===== src/rtl/pipe_pkg.sv =====
// pipe_pkg: shared constants and helpers for the pipe_buf slice.
//   DEFAULT_WIDTH  - default payload width in bits
//   DEFAULT_DEPTH  - default entry count (power of two)
//   ptr_width()    - bits needed to index DEPTH entries
package pipe_pkg;

  localparam int unsigned DEFAULT_WIDTH = 32;
  localparam int unsigned DEFAULT_DEPTH = 4;

  // Pointer width for a power-of-two depth; never less than one bit.
  function automatic int unsigned ptr_width(input int unsigned depth);
    return (depth > 1) ? $clog2(depth) : 1;
  endfunction

endpackage


===== src/rtl/pipe_buf_mem.sv =====
// pipe_buf_mem: DEPTH x WIDTH flop array, one write port, one asynchronous
// read port. Contents change only when we_i is high at a rising edge.
//   clk_i    - clock
//   we_i     - write enable
//   waddr_i  - write address
//   wdata_i  - write data
//   raddr_i  - read address
//   rdata_o  - read data (combinational from the array)
module pipe_buf_mem #(
  parameter int unsigned WIDTH = 32,
  parameter int unsigned DEPTH = 4,
  parameter int unsigned PTR_W = 2
) (
  input  logic             clk_i,
  input  logic             we_i,
  input  logic [PTR_W-1:0] waddr_i,
  input  logic [WIDTH-1:0] wdata_i,
  input  logic [PTR_W-1:0] raddr_i,
  output logic [WIDTH-1:0] rdata_o
);

  logic [WIDTH-1:0] mem_q [DEPTH];
  logic [WIDTH-1:0] mem_d [DEPTH];

  always_comb begin
    mem_d = mem_q;
    if (we_i) begin
      mem_d[waddr_i] = wdata_i;
    end
  end

  // NOTE: the payload array has no reset; validity is tracked by the level
  // counter in the parent, so clearing data would only cost reset fan-out.
  always_ff @(posedge clk_i) begin
    mem_q <= mem_d;
  end

  assign rdata_o = mem_q[raddr_i];

endmodule


===== src/rtl/pipe_buf.sv =====
// pipe_buf: valid/ready FIFO buffer with one-cycle latency and full
// throughput. Flags are decoded from the level register only, so there is no
// combinational path from either handshake input to data_rdy_o.
//   clk_i, rst_n_i  - clock, asynchronous active-low reset
//   flush_i         - synchronous discard of all entries (beats push/pop)
//   data_i/_vld_i   - upstream payload/valid; data_rdy_o - ready to upstream
//   data_o/_vld_o   - oldest entry/valid; data_rdy_i - ready from downstream
//   level_o         - number of stored entries
//   afull_o         - level_o >= AFULL
module pipe_buf
  import pipe_pkg::*;
#(
  parameter int unsigned WIDTH = DEFAULT_WIDTH,
  parameter int unsigned DEPTH = DEFAULT_DEPTH,
  parameter int unsigned AFULL = DEPTH - 1
) (
  input  logic                     clk_i,
  input  logic                     rst_n_i,
  input  logic                     flush_i,
  input  logic [WIDTH-1:0]         data_i,
  input  logic                     data_vld_i,
  output logic                     data_rdy_o,
  output logic [WIDTH-1:0]         data_o,
  output logic                     data_vld_o,
  input  logic                     data_rdy_i,
  output logic [$clog2(DEPTH):0]   level_o,
  output logic                     afull_o
);

  localparam int unsigned PTR_W = ptr_width(DEPTH);
  localparam int unsigned LVL_W = PTR_W + 1;
  localparam logic [LVL_W-1:0] FULL_LVL  = LVL_W'(DEPTH);
  localparam logic [LVL_W-1:0] AFULL_LVL = LVL_W'(AFULL);

  logic [PTR_W-1:0] wr_ptr_q, wr_ptr_d;
  logic [PTR_W-1:0] rd_ptr_q, rd_ptr_d;
  logic [LVL_W-1:0] level_q,  level_d;
  logic             push, pop, mem_we;

  assign push = data_vld_i & data_rdy_o;
  assign pop  = data_vld_o & data_rdy_i;
  // A push accepted during a flush completes its handshake but is dropped.
  assign mem_we = push & ~flush_i;

  // NOTE: every signal written here gets a default first, so no path leaves
  // a value unassigned and no latch is inferred.
  always_comb begin
    wr_ptr_d = wr_ptr_q;
    rd_ptr_d = rd_ptr_q;
    level_d  = level_q;
    if (flush_i) begin
      wr_ptr_d = '0;
      rd_ptr_d = '0;
      level_d  = '0;
    end else begin
      // Power-of-two depth: pointers wrap by plain overflow.
      if (push) wr_ptr_d = wr_ptr_q + PTR_W'(1);
      if (pop)  rd_ptr_d = rd_ptr_q + PTR_W'(1);
      unique case ({push, pop})
        2'b10:   level_d = level_q + LVL_W'(1);
        2'b01:   level_d = level_q - LVL_W'(1);
        default: level_d = level_q;
      endcase
    end
  end

  // NOTE: state flops use non-blocking assignments so every flop samples the
  // pre-edge values regardless of statement order.
  always_ff @(posedge clk_i or negedge rst_n_i) begin
    if (!rst_n_i) begin
      wr_ptr_q <= '0;
      rd_ptr_q <= '0;
      level_q  <= '0;
    end else begin
      wr_ptr_q <= wr_ptr_d;
      rd_ptr_q <= rd_ptr_d;
      level_q  <= level_d;
    end
  end

  assign data_rdy_o = (level_q != FULL_LVL);
  assign data_vld_o = (level_q != '0);
  assign afull_o    = (level_q >= AFULL_LVL);
  assign level_o    = level_q;

  pipe_buf_mem #(
    .WIDTH (WIDTH),
    .DEPTH (DEPTH),
    .PTR_W (PTR_W)
  ) u_mem (
    .clk_i   (clk_i),
    .we_i    (mem_we),
    .waddr_i (wr_ptr_q),
    .wdata_i (data_i),
    .raddr_i (rd_ptr_q),
    .rdata_o (data_o)
  );

endmodule


===== config.mk =====
export PLATFORM = sky130hd
export DESIGN_NAME = pipe_buf
export DESIGN_NICKNAME = d
export VERILOG_FILES = /design/src/rtl/pipe_pkg.sv /design/src/rtl/pipe_buf_mem.sv /design/src/rtl/pipe_buf.sv
export SDC_FILE = /design/constraint.sdc
export NUM_CORES = 1
export LEC_CHECK = 0
export ABC_CLOCK_PERIOD_IN_PS = 2600
export BUFFER_PORTS_ARGS = -buffer_cell sky130_fd_sc_hd__buf_2
export CAP_MARGIN = 20
export CORE_MARGIN = 2
export CORE_UTILIZATION = 45
export DETAILED_ROUTE_END_ITERATION = 6
export PLACE_DENSITY = 0.65
export SETUP_SLACK_MARGIN = 0.5
export SYNTH_ARGS = -nofsm -noshare
export SYNTH_HDL_FRONTEND = slang
export SYNTH_SLANG_ARGS = --single-unit
export TNS_END_PERCENT = 5

===== constraint.sdc =====
create_clock -name clk_i -period 2.6 [get_ports clk_i]
set_input_delay 0.13 -clock clk_i [delete_from_list [all_inputs] [get_ports clk_i]]
set_output_delay 0.13 -clock clk_i [all_outputs]
set_load 0.05 [all_outputs]

# After elaboration in Yosys (flattened, before gate mapping)
# Index checks and enable logic that the tools add are counted.
[totals]
register_bits = 135
inputBits = 37
out_inout_bits = 38
word_cells = 41
[op_classes]
add_sub_neg = 4
n_lt_le_gt_ge = 4
n_eq_ne = 3
muxes = 12
bitwise = 6
reduce_logical = 5
[op_table]
columns = ["op", "n"]
rows = [
  ["$bwmux W128", 1],
  ["$mux W32", 3],
  ["$bmux W32 S2", 1],
  ["$demux W32 S2", 1],
  ["$mux W2", 4],
  ["$ge A3 B3 Y1 const B", 2],
  ["$not A2 Y3", 2],
  ["$pmux W3 S2", 1],
  ["$reduce_bool A3 Y1", 2],
  ["$add A2 B1 Y2 const B", 2],
  ["$reduce_bool A2 Y1", 2],
  ["$add A3 B1 Y3 const B", 1],
  ["$and A1 B1 Y1", 3],
  ["$ge A3 B2 Y1 const B", 1],
  ["$lt A3 B1 Y1 const B", 1],
  ["$mux W3", 1],
  ["$ne A3 B3 Y1 const B", 1],
  ["$sub A3 B1 Y3 const B", 1],
  ["$eq A2 B1 Y1 const B", 1],
  ["$eq A2 B2 Y1 const B", 1],
  ["$logic_and A1 B1 Y1", 1],
  ["$not A1 Y1", 1],
]

# Longest topological paths before layout
[depth]
word_depth = 6
mapped_depth = 7
ltp_nobuf = 6

# By module
# Synthesis repeated with hierarchy kept, for this count alone.
[hier_totals]
hier_cells = 228
hier_area_um2 = 5201.2
[by_module_without_submodules]
columns = ["module", "n_inst", "cells_each", "area_each_um2", "seq_area_each_um2"]
rows = [
  ["pipe_buf_mem", 1, 171, 4689.5, 3843.7],
  ["pipe_buf", 1, 57, 511.7, 175.2],
]

# Worst setup path after synthesis
# Ideal clock, no wire load.
[synth_timing]
kind = "flip-flop to flip-flop"
start = "register level_q[0], in the netlist level_o[0]"
end = "register u_mem.mem_q[0] in the netlist's numbering, enable pin"
setup_time_ns = 0.392
t_arrival_ns = 1.982
required_time_ns = 2.208
slack_ns = 0.226
stages_incl_launch_ff = 5
path_buffers = 1
synth_period_minus_slack_ns = 2.374
path_cell_list = "dfrtp_1 -> buf_4 -> nor3b_2 -> nor3_2 -> and2_1"
[synth_via]
elab_chain_len = 3
[synth_lines]
columns = ["element", "line_no", "source"]
rows = [
  ["start, declared", "pipe_buf.sv:37", "logic [LVL_W-1:0] level_q, level_d;"],
  ["start signal, assigned", "pipe_buf.sv:77", "level_q <= level_d;"],
  ["$ne A3 B3 Y1", "pipe_buf.sv:81", "assign data_rdy_o = (level_q != FULL_LVL);"],
  ["$and A1 B1 Y1", "pipe_buf.sv:40", "assign push = data_vld_i & data_rdy_o;"],
  ["$and A1 B1 Y1", "pipe_buf.sv:43", "assign mem_we = push & ~flush_i;"],
  ["end signal, assigned", "pipe_buf_mem.sv:35", "mem_q <= mem_d;"],
  ["end, declared", "pipe_buf_mem.sv:22", "logic [WIDTH-1:0] mem_q [DEPTH];"],
]
# Every way passes these cells.
# A chain may end at the register's enable or synchronous reset.

# Final worst setup path
[layout_timing]
start = "register rd_ptr_q[0]"
end = "output port data_o[15]"
[layout_via]
elab_chain_len = 4
[layout_lines]
columns = ["element", "line_no", "source"]
rows = [
  ["start, declared", "pipe_buf.sv:36", "logic [PTR_W-1:0] rd_ptr_q, rd_ptr_d;"],
  ["start signal, assigned", "pipe_buf.sv:76", "rd_ptr_q <= rd_ptr_d;"],
  ["$not A2 Y3 (implied by the code)", "pipe_buf_mem.sv:38", "assign rdata_o = mem_q[raddr_i];"],
  ["$bmux W32 S2", "pipe_buf_mem.sv:38", ""],
  ["$mux W32 (implied by the code) (2 in series)", "pipe_buf_mem.sv:38", ""],
  ["end, declared", "pipe_buf.sv:23", "output logic [WIDTH-1:0] data_o,"],
]
# Every way passes these cells. The select of a mux whose other input is x is not followed.

==> flow_summary.yaml <==
status:
  outcome: "completed"
synthesis:
  syn_nets: 278
  synthAdderAreaFrac_pct: 1.34
  synth_mux_area_share_pct: 13.7
  synth_cells: 236
  synthArstFlopShare_pct: 5.19
  yosys.cell_count.top_type: "edfxtp_1"
  synth_edf_count: 128
  ys_seq_area_share_pct: 76.7
  synth-compound-area-share_pct: 2.63
  yosysWarningCount: 0
  synth_top_area_cell: "edfxtp_1"
  synth_area_leaders: "edfxtp_1, mux4_2, dfrtp_1, buf_6, ha_1"
  synth_top_family_by_area: "multiplexers"
  synth-xor-area-share_pct: 0.501
  synth_cell_type_count: 38
  syn_area_um2: 5240
  syn_area_per_cell_um2: 22.2
  ys_ff_latch: 135
  synth_top_cell_area_share_pct: 73.3
  ys.flop_type: "edfxtp_1"
  synth-simple-area-share_pct: 2.79
  yosys-top-cells-count: "edfxtp_1, mux4_2, dfrtp_1"
clock_tree:
  htreeDepth: 4
  root_buffer: "clkbuf_16"
  numCtsBuffers: 17
  clk_pin_slew_ns: 0.05
  clk_latency_ns: 0.40
  clk_path_buf_depth: 2
  cts_tree: "built"
  cts_num_sinks: 135
power_and_ir_drop:
  leakagePower_nw: 2.39
  finalPower_mw: 6.08
  power.density_nw_per_um2: 894
  ir_drop_mv: 0.598
detailed_routing:
  dr.pass1.iters: 6
  first_iter_violations: 119
  wirelength_mm: 9.25
  vias: 2698
  wire_per_inst_um: 17.8
  drtAntennaViolNets: 0
  drc: 0
  viasPerCell: 5.18
sta:
  hold_violations: 0
  maxSlewHeadroom_pct: 73.2
  final-setup-viol-count: 0
  final.setup.tns_ns: 0
  slew_violations: 0
  max_freq_ghz: 0.499
  min_period_ns: 2.01
  fin_hold_ws_ns: 0.0834
  tightest_slew_ns: 0.402
  finalCritPeriodShare_pct: 77.1
  skew_ns: 0.00622
  rsz0062_at_grt: "false"
cells_and_area:
  fin_nets: 407
  drive_above_1_share_pct: 43.4
  num_antenna_cells: 0
  area_growth_syn_to_layout_pct: 29.7
die:
  die_area_um2: 12500
  die_w_um: 112
  core_area_um2: 11400
  ios: 75
  start_util_pct: 46.1
  die_h_um: 112
  fp-row-count: 39
critical_path:
  r2r_cells: 6
  cp_max_fo: 21
  critPathArrivalTime_ns: 1.88
  worst_setup_path_end_kind: "primary output"
  crit_type: "flip-flop to primary output"
  worstPathRequired_ns: 2.47
  startpoint_type: "flip-flop"
place:
  io_buffers: 74
  hpwl_mm: 5.60
  globalplace.congestion: 0.725
global_route:
  grt_pass1_vias: 2790
  grt_max_degree: 24
  grt-ovfl-total: 0
  grt_use_total_pct: 15.9
  antenna_found_initial: 0
  grt_pass1_wl_mm: 14.7
hold_path:
  hp-class: "input pin to async pin"
job:
  cap_viol_max_count: 0
## cell type report
type                       count  area [µm²]
clock inverter                11         131
inverter                       5        18.8
sequential                   135        4030
tap                          143         179
clock buffer                  21         440
fill                         848        4570
multi-input combinational     82        1120
timing repair buffer         124         885
## kinds of logic after synthesis
family,Yosys count
buffers and inverters,19
and+or+nand+nor,22
xor gates and xnor gates,3
DFF,135
muxes,32
AOI/OAI and AO/OA,20
adders and majority gates,5
## registers in the layout (all words and copies together), names as in the netlist
name,flops
level_o,3
rd_ptr_q,2
u_mem.mem_q,128
wr_ptr_q,2
## where the power goes
group | total, mW | internal, mW | switching, mW
clock | 2.29 | 1.49 | 0.800
combinational | 1.25 | 0.442 | 0.813
sequential | 2.54 | 2.48 | 0.0594
total | 6.08 | 4.41 | 1.67
## cells in the final DEF (no fill, tap or decap), types with 2 or more instances in the layout
master / n
buf_4: 11
clkinv_1: 3
buf_2: 74
buf_12: 4
bufinv_16: 3
clkinv_2: 3
o22ai_1: 2
and2_2: 5
clkbuf_16: 17
ha_1: 4
a21oi_1: 4
clkinvlp_4: 2
clkbuf_1: 4
o21ai_0: 4
edfxtp_1: 128
nor2_1: 3
dlygate4sd3_1: 34
xor2_1: 3
nand2b_1: 3
dfrtp_1: 2
mux4_2: 32
inv_1: 5
nand3_1: 2
dfrtp_2: 5
## metrics by stage
stage | utilization (%) | cell area (µm²) | setup slack [ns] | std cells
finish | 59.8 | 6800 | 0.594 | 521
detailed placement | 51.2 | 5820 | 0.403 | 449
global route | 59.8 | 6800 | 0.505 | 521
global placement | 51.2 | 5820 | 0.505 | 449
CTS | 59.3 | 6740 | 0.477 | 515
floorplan | - | 5250 | 0.227 | 236
## worst paths after layout
path                                    end         from  slack, ns
max in group asynchronous       rd_ptr_q[0]      rst_n_i       2.34
worst min-delay path             level_o[1]      rst_n_i       0.08
worst max register to register   level_o[1]   level_o[0]       0.65
worst max-delay path             data_o[15]  rd_ptr_q[0]       0.59
worst min register to register  wr_ptr_q[0]  wr_ptr_q[0]       0.62
min in group clk_i               level_o[0]   data_vld_i       0.12
## worst max-delay path, stage by stage (launching register included)
cell and delay (ns):
dfrtp_2 0.36, buf_6 0.30, mux4_2 0.57, buf_2 0.23
## layer usage
metal / share of wire [%] / GRT usage (%) / up-vias
li1: - / - / 1234
met1: 43 / 19.1 / 1388
met2: 52 / 26.3 / 70
met3: 4.5 / 5.88 / 6
met4: 0.64 / 6.26 / 0
met5: 0 / 0 / -
## what timing repair did
action                                  4_1_cts  5_1_grt
hold buffers                                 34        0
gates resized for setup                       2        4
hold endpoints to repair                    140        0
buffers inserted                              0        6
endpoints found under the setup margin       22       29
(Power assumes the default switching activity.)
